===== config.mk =====
export PLATFORM = sky130hd
export DESIGN_NAME = decoder_scan_sequencer_flat
export DESIGN_NICKNAME = d
export VERILOG_FILES = /design/src/rtl/decoder_scan_sequencer_pkg.sv /design/src/rtl/decoder_scan_sequencer_if.sv /design/src/rtl/decoder_scan_sequencer_next_unmasked_line.sv /design/src/rtl/decoder_scan_sequencer.sv /design/src/flat_wrapper.sv
export SDC_FILE = /design/constraint.sdc
export NUM_CORES = 1
export LEC_CHECK = 0
export CORE_MARGIN = 10
export CORE_UTILIZATION = 45
export DETAILED_ROUTE_END_ITERATION = 6
export PLACE_DENSITY = 0.63
export SKIP_LAST_GASP = 1
export SLEW_MARGIN = 10
export SYNTH_ARGS = -nofsm -noshare
export SYNTH_HDL_FRONTEND = slang
export SYNTH_SLANG_ARGS = --single-unit

===== constraint.sdc =====
create_clock -name clk -period 10.35 [get_ports clk]
set_input_delay 2.07 -clock clk [delete_from_list [all_inputs] [get_ports clk]]
set_output_delay 2.07 -clock clk [all_outputs]
set_load 0.01 [all_outputs]

===== src/rtl/decoder_scan_sequencer_pkg.sv =====
// decoder_scan_sequencer_pkg: shared state encoding and line-count constants.
package decoder_scan_sequencer_pkg;
    localparam int NUM_LINES = 8;
    localparam int SEL_W = 3;
    typedef enum logic [2:0] {
        IDLE   = 3'd0,
        SETUP  = 3'd1,
        ACTIVE = 3'd2,
        GAP    = 3'd3,
        DONE   = 3'd4
    } state_e;
endpackage


===== src/rtl/decoder_scan_sequencer_if.sv =====
// decoder_scan_sequencer_if: control inputs and decoder-drive outputs of the scan sequencer.
interface decoder_scan_sequencer_if import decoder_scan_sequencer_pkg::*; #(parameter int DWELL_W = 8);
    logic                 start;
    logic                 stop;
    logic                 continuous;
    logic [NUM_LINES-1:0] mask;
    logic [DWELL_W-1:0]   dwell;
    logic [SEL_W-1:0]     sel;
    logic                 enable;
    logic                 line_strobe;
    logic                 busy;
    logic                 done;
    modport master (output start, stop, continuous, mask, dwell,
                    input sel, enable, line_strobe, busy, done);
    modport slave (input start, stop, continuous, mask, dwell,
                   output sel, enable, line_strobe, busy, done);
endinterface


===== src/rtl/decoder_scan_sequencer_next_unmasked_line.sv =====
// next_unmasked_line: ascending search for the next set mask bit after cur_i, optionally wrapping.
module next_unmasked_line import decoder_scan_sequencer_pkg::*; (
    input  logic [SEL_W-1:0]     cur_i,
    input  logic [NUM_LINES-1:0] mask_i,
    input  logic                 wrap_i,
    output logic [SEL_W-1:0]     nxt_o,
    output logic                 found_o
);
    logic [SEL_W:0] pos;
    // The final step (k = NUM_LINES) revisits cur_i itself, so a lone line can wrap onto itself.
    always_comb begin
        nxt_o = cur_i;
        found_o = 1'b0;
        pos = '0;
        for (int k = 1; k <= NUM_LINES; k++) begin
            pos = {1'b0, cur_i} + (SEL_W+1)'(k);
            if (!found_o && (wrap_i || !pos[SEL_W]) && mask_i[pos[SEL_W-1:0]]) begin
                found_o = 1'b1;
                nxt_o = pos[SEL_W-1:0];
            end
        end
    end
endmodule


===== src/rtl/decoder_scan_sequencer.sv =====
// decoder_scan_sequencer: drives a 3-to-8 decoder's select/enable through unmasked lines with dwell and dead cycles.
module decoder_scan_sequencer import decoder_scan_sequencer_pkg::*; #(parameter int DWELL_W = 8) (
    input logic clk,
    input logic rst_n,
    decoder_scan_sequencer_if.slave scan
);
    state_e               state_q, state_d;
    logic [SEL_W-1:0]     sel_q, sel_d, cur, nxt;
    logic [NUM_LINES-1:0] mask_q, mask_d, srch_mask;
    logic [DWELL_W-1:0]   dwell_q, dwell_d, cnt_q, cnt_d;
    logic                 cont_q, cont_d, idle, wrap, found;
    logic                 enable_q, strobe_q, busy_q, done_q;
    // In IDLE the same searcher finds the lowest set bit of the incoming mask (start from top, wrap).
    assign idle = state_q == IDLE;
    assign cur = idle ? SEL_W'(NUM_LINES-1) : sel_q;
    assign srch_mask = idle ? scan.mask : mask_q;
    assign wrap = idle | cont_q;
    next_unmasked_line u_next (
        .cur_i(cur),
        .mask_i(srch_mask),
        .wrap_i(wrap),
        .nxt_o(nxt),
        .found_o(found)
    );
    always_comb begin
        state_d = state_q;
        sel_d = sel_q;
        mask_d = mask_q;
        dwell_d = dwell_q;
        cont_d = cont_q;
        cnt_d = cnt_q;
        case (state_q)
            IDLE: if (scan.start && !scan.stop) begin
                mask_d = scan.mask;
                dwell_d = scan.dwell;
                cont_d = scan.continuous;
                state_d = found ? SETUP : DONE;
                sel_d = found ? nxt : sel_q;
            end
            SETUP: begin
                state_d = scan.stop ? DONE : ACTIVE;
                cnt_d = dwell_q;
            end
            ACTIVE: begin
                state_d = scan.stop ? DONE : (cnt_q == '0 ? GAP : ACTIVE);
                cnt_d = cnt_q - 1'b1;
            end
            GAP: begin
                state_d = (scan.stop || !found) ? DONE : SETUP;
                sel_d = (!scan.stop && found) ? nxt : sel_q;
            end
            default: state_d = IDLE;
        endcase
    end
    // Outputs are flopped from next-state so they line up with state_q and never see inputs combinationally.
    always_ff @(posedge clk or negedge rst_n) begin
        if (!rst_n) begin
            state_q <= IDLE;
            sel_q <= '0;
            mask_q <= '0;
            dwell_q <= '0;
            cont_q <= 1'b0;
            cnt_q <= '0;
            enable_q <= 1'b0;
            strobe_q <= 1'b0;
            busy_q <= 1'b0;
            done_q <= 1'b0;
        end else begin
            state_q <= state_d;
            sel_q <= sel_d;
            mask_q <= mask_d;
            dwell_q <= dwell_d;
            cont_q <= cont_d;
            cnt_q <= cnt_d;
            enable_q <= state_d == ACTIVE;
            strobe_q <= state_d == ACTIVE && state_q != ACTIVE;
            busy_q <= state_d != IDLE;
            done_q <= state_d == DONE;
        end
    end
    assign scan.sel = sel_q;
    assign scan.enable = enable_q;
    assign scan.line_strobe = strobe_q;
    assign scan.busy = busy_q;
    assign scan.done = done_q;
endmodule


===== src/flat_wrapper.sv =====
// flat-port wrapper written by rule: the top's interface ports become plain ports
module decoder_scan_sequencer_flat import decoder_scan_sequencer_pkg::*;
#(parameter int DWELL_W = 8)
  (clk, rst_n, scan_start, scan_stop, scan_continuous, scan_mask, scan_dwell, scan_sel, scan_enable, scan_line_strobe, scan_busy, scan_done);
  decoder_scan_sequencer_if #(.DWELL_W(DWELL_W)) scan_i ();
  input logic clk;
  input logic rst_n;
  input wire logic [$bits(scan_i.start)-1:0] scan_start;
  input wire logic [$bits(scan_i.stop)-1:0] scan_stop;
  input wire logic [$bits(scan_i.continuous)-1:0] scan_continuous;
  input wire logic [$bits(scan_i.mask)-1:0] scan_mask;
  input wire logic [$bits(scan_i.dwell)-1:0] scan_dwell;
  output wire logic [$bits(scan_i.sel)-1:0] scan_sel;
  output wire logic [$bits(scan_i.enable)-1:0] scan_enable;
  output wire logic [$bits(scan_i.line_strobe)-1:0] scan_line_strobe;
  output wire logic [$bits(scan_i.busy)-1:0] scan_busy;
  output wire logic [$bits(scan_i.done)-1:0] scan_done;
  assign scan_i.start = scan_start;
  assign scan_i.stop = scan_stop;
  assign scan_i.continuous = scan_continuous;
  assign scan_i.mask = scan_mask;
  assign scan_i.dwell = scan_dwell;
  assign scan_sel = scan_i.sel;
  assign scan_enable = scan_i.enable;
  assign scan_line_strobe = scan_i.line_strobe;
  assign scan_busy = scan_i.busy;
  assign scan_done = scan_i.done;
  decoder_scan_sequencer #(.DWELL_W(DWELL_W)) u_core (.clk(clk), .rst_n(rst_n), .scan(scan_i));
endmodule

==> flow_summary.yaml <==
timing:
  fin_crit_sh_pct: 43.48
  hold_ws_ns: 0.5004
  drv_slew: 0
  slew_headroom_pct: 34.06
  period_minus_slack_ns: 4.500
  finalClockSkew_ns: 0.008238
  finalHoldViolations: 0
  max_slew.worst_pin.slew_ns: 0.9861
  setup_viol: 0
  max_freq_ghz: 0.2222
  grt_setup_unrepaired: "false"
  finalSetupTns_ns: 0
placed_design:
  dp.cells: 360
  port_buffers: 27
  globalplace.congestion: 0.8830
  dp.final_hpwl_um: 5145
yosys:
  ys.flop_type: "dfrtp_1"
  synth_edf_count: 0
  synth_nets: 300
  yosys.area_share.simple_pct: 18.86
  synth_cell_type_count: 62
  synthAdderAreaFrac_pct: 3.752
  seq_area_frac_synth_pct: 32.83
  synthMuxAreaShare_pct: 19.70
  syn-cell-area_mm2: 0.002668
  synth_compound_area_share_pct: 20.97
  synth_seq_cells: 35
  syn_avg_cell_area_um2: 9.843
  syn_inst: 271
  yosys_warnings: 0
  synthArstFlopShare_pct: 100.0
  synth_top_family_by_area: "compound AO/OA/AOI/OAI gates"
  synth_xor_area_share_pct: 0.3283
die:
  initial_core_util_pct: 47.28
  rows: 27
  die-area_mm2: 0.009407
  core_mm2: 0.005642
  io_pins: 28
  fp.dieH_um: 96.99
  die_w_um: 96.99
critical_path:
  reg2reg_to: "u_core.scan.busy"
  cp-startpoint: "scan_mask[6]"
  r2r_slack_ns: 5.91
  r2r_start: "u_core.state_q[0]"
  ff2ff_path_depth: 12
  critPathKind: "input pin to register"
  worst_setup_path_end_kind: "register"
  critical_path_arrival_ns: 4.67
  cp.required_ns: 10.52
  crit_path_end: "u_core.scan.busy"
  worst-path-max-fanout: 6
  worstSetupStartpointType: "input pin"
clocking:
  clockRootBuffer: "clkbuf_8"
  clk_pin_slew_ns: 0.07
  clock_path_buffers: 2
  cts_made_buffers: 5
  cts_resized: 0
  cts_setup_buffers: 0
  hold_buffers: 0
  cts.sinks: 35
  htreeDepth: 2
  cts_tree: "done"
  clock_latency_ns: 0.29
run_status:
  status: "complete, no violations"
final_layout:
  fillers: 507
  drive_gt1_share_pct: 18.03
  layout_commonest_cell: "dfrtp_1"
  most-common-layout-cells: "dfrtp_1, nand2_1, clkdlybuf4s50_1"
  area_delta_synth_final_pct: 14.45
  antenna_cells: 0
  final_cells: 366
  nNetsFinal: 324
grt:
  antenna_found_initial: 0
  overflow: 0
  grt_usage_pct: 15.26
  grt_max_degree: 36
  grt_pass1_wl_um: 12180
  grt_pass1_vias: 2280
drt:
  drt-wirelength-per-cell_um: 19.31
  wl_um: 7066
  vias: 2262
  drcViolationCount: 0
  firstDrtPassIters: 4
  via_per_inst: 6.180
  ant_nets: 0
  drtIter0Drc: 171
flow_run:
  cap_violations: 0
power:
  peakVddDrop_mv: 0.1468
  p_leak_uw: 0.001247
  power_uw: 1066
  power_density_mw_per_mm2: 349.2
min_path:
  hp-class: "register to register"
## cell usage after synthesis, types with 2 or more instances
| cell | instances | share of area (%) |
|---|---|---|
| a211o_1 | 2 | 0.66 |
| a211oi_1 | 3 | 0.84 |
| a21o_1 | 2 | 0.56 |
| a21oi_1 | 13 | 2.4 |
| a221o_1 | 2 | 0.75 |
| a221oi_1 | 3 | 0.99 |
| a31oi_1 | 2 | 0.47 |
| and2_1 | 6 | 1.4 |
| and2b_1 | 2 | 0.56 |
| buf_6 | 2 | 0.84 |
| clkbuf_1 | 8 | 1.1 |
| dfrtp_1 | 35 | 33 |
| ha_1 | 8 | 3.8 |
| inv_1 | 9 | 1.3 |
| mux2_2 | 22 | 9.3 |
| mux2i_1 | 6 | 2.3 |
| mux4_2 | 9 | 7.6 |
| nand2_1 | 28 | 3.9 |
| nand2b_1 | 5 | 1.2 |
| nand3_1 | 7 | 1.3 |
| nand3b_1 | 3 | 0.84 |
| nor2_1 | 25 | 3.5 |
| nor3_1 | 8 | 1.5 |
| nor4b_1 | 3 | 0.99 |
| o211a_1 | 2 | 0.75 |
| o21ai_0 | 8 | 1.5 |
| o221a_2 | 2 | 0.84 |
| o22ai_1 | 6 | 1.4 |
| o311ai_0 | 2 | 0.66 |
| o31ai_1 | 2 | 0.56 |
| o41ai_1 | 3 | 0.99 |
| or3_1 | 3 | 0.70 |
## power breakdown
part / switching, uW / internal [uW] / leakage, uW / total (uW)
clock network: 51.2 / 44.7 / 0.0000361 / 95.8
registers: 93.8 / 195 / 0.000426 / 288
logic: 353 / 329 / 0.000785 / 682
total: 498 / 568 / 0.00125 / 1070
## state kept, by name (all words and copies together), names as in the netlist
| name | cells |
|---|---|
| u_core.mask_q | 8 |
| u_core.scan.enable | 1 |
| u_core.scan.done | 1 |
| u_core.dwell_q | 8 |
| u_core.cnt_q | 8 |
| u_core.scan.busy | 1 |
| u_core.scan.line_strobe | 1 |
| u_core.cont_q | 1 |
| u_core.scan.sel | 3 |
| u_core.state_q | 3 |
## worst max-delay path: stages
cell	delay (ns)
clkdlybuf4s50_1	0.48
o41ai_1	0.38
a21oi_1	0.07
nor2_1	0.38
a211oi_2	0.20
nor3b_2	0.35
a31o_4	0.25
o41ai_2	0.09
or3_1	0.38
## area by class of cell
| cell class | instances | area (um2) | share of cell area, % |
|---|---|---|---|
| repair buffers | 29 | 280.3 | 9.180 |
| multi-input cells | 215 | 1697 | 55.57 |
| well taps | 72 | 90.09 | 2.951 |
| clock buffers | 5 | 68.82 | 2.254 |
| inverters | 9 | 33.78 | 1.107 |
| flip-flops and latches | 35 | 875.8 | 28.69 |
| clock inverters | 1 | 7.507 | 0.2459 |
## worst min-delay path by stage
stage	start	to	slack (ns)	cells past startpoint
3_5_place_dp	u_core.dwell_q[5]	u_core.cnt_q[5]	0.49	2
4_1_cts	u_core.dwell_q[5]	u_core.cnt_q[5]	0.50	2
5_1_grt	u_core.dwell_q[2]	u_core.cnt_q[2]	0.53	2
3_3_place_gp	u_core.dwell_q[5]	u_core.cnt_q[5]	0.48	2
2_1_floorplan	u_core.dwell_q[5]	u_core.cnt_q[5]	0.46	2
6_report	u_core.dwell_q[5]	u_core.cnt_q[5]	0.50	2
## cells by family after synthesis
| kind of cell | Yosys count |
|---|---|
| simple gates | 99 |
| compound gates | 69 |
| mux | 38 |
| flops | 35 |
| buf+inv | 21 |
| fa+ha+maj | 8 |
| xor+xnor | 1 |
## metal layers
layer / vias up / track usage [%] / share of wire, % / routed length (um)
met2: 84 / 23.67 / 48 / 3363
met4: 0 / 5.073 / 1.5 / 108
met1: 1087 / 20.13 / 45 / 3210
met3: 10 / 3.691 / 5.4 / 384
met5: - / 0 / 0 / 0
li1: 1081 / - / - / -
## stage by stage
stage,instance area (um2),worst slack [ns],utilization [%]
finish,3053,5.850,54.11
global route,3053,5.556,54.11
detailed placement,2977,5.582,52.76
CTS,3053,5.885,54.11
floorplan,2668,6.342,-
global placement,2977,5.626,52.76
(Power assumes the default switching activity.)
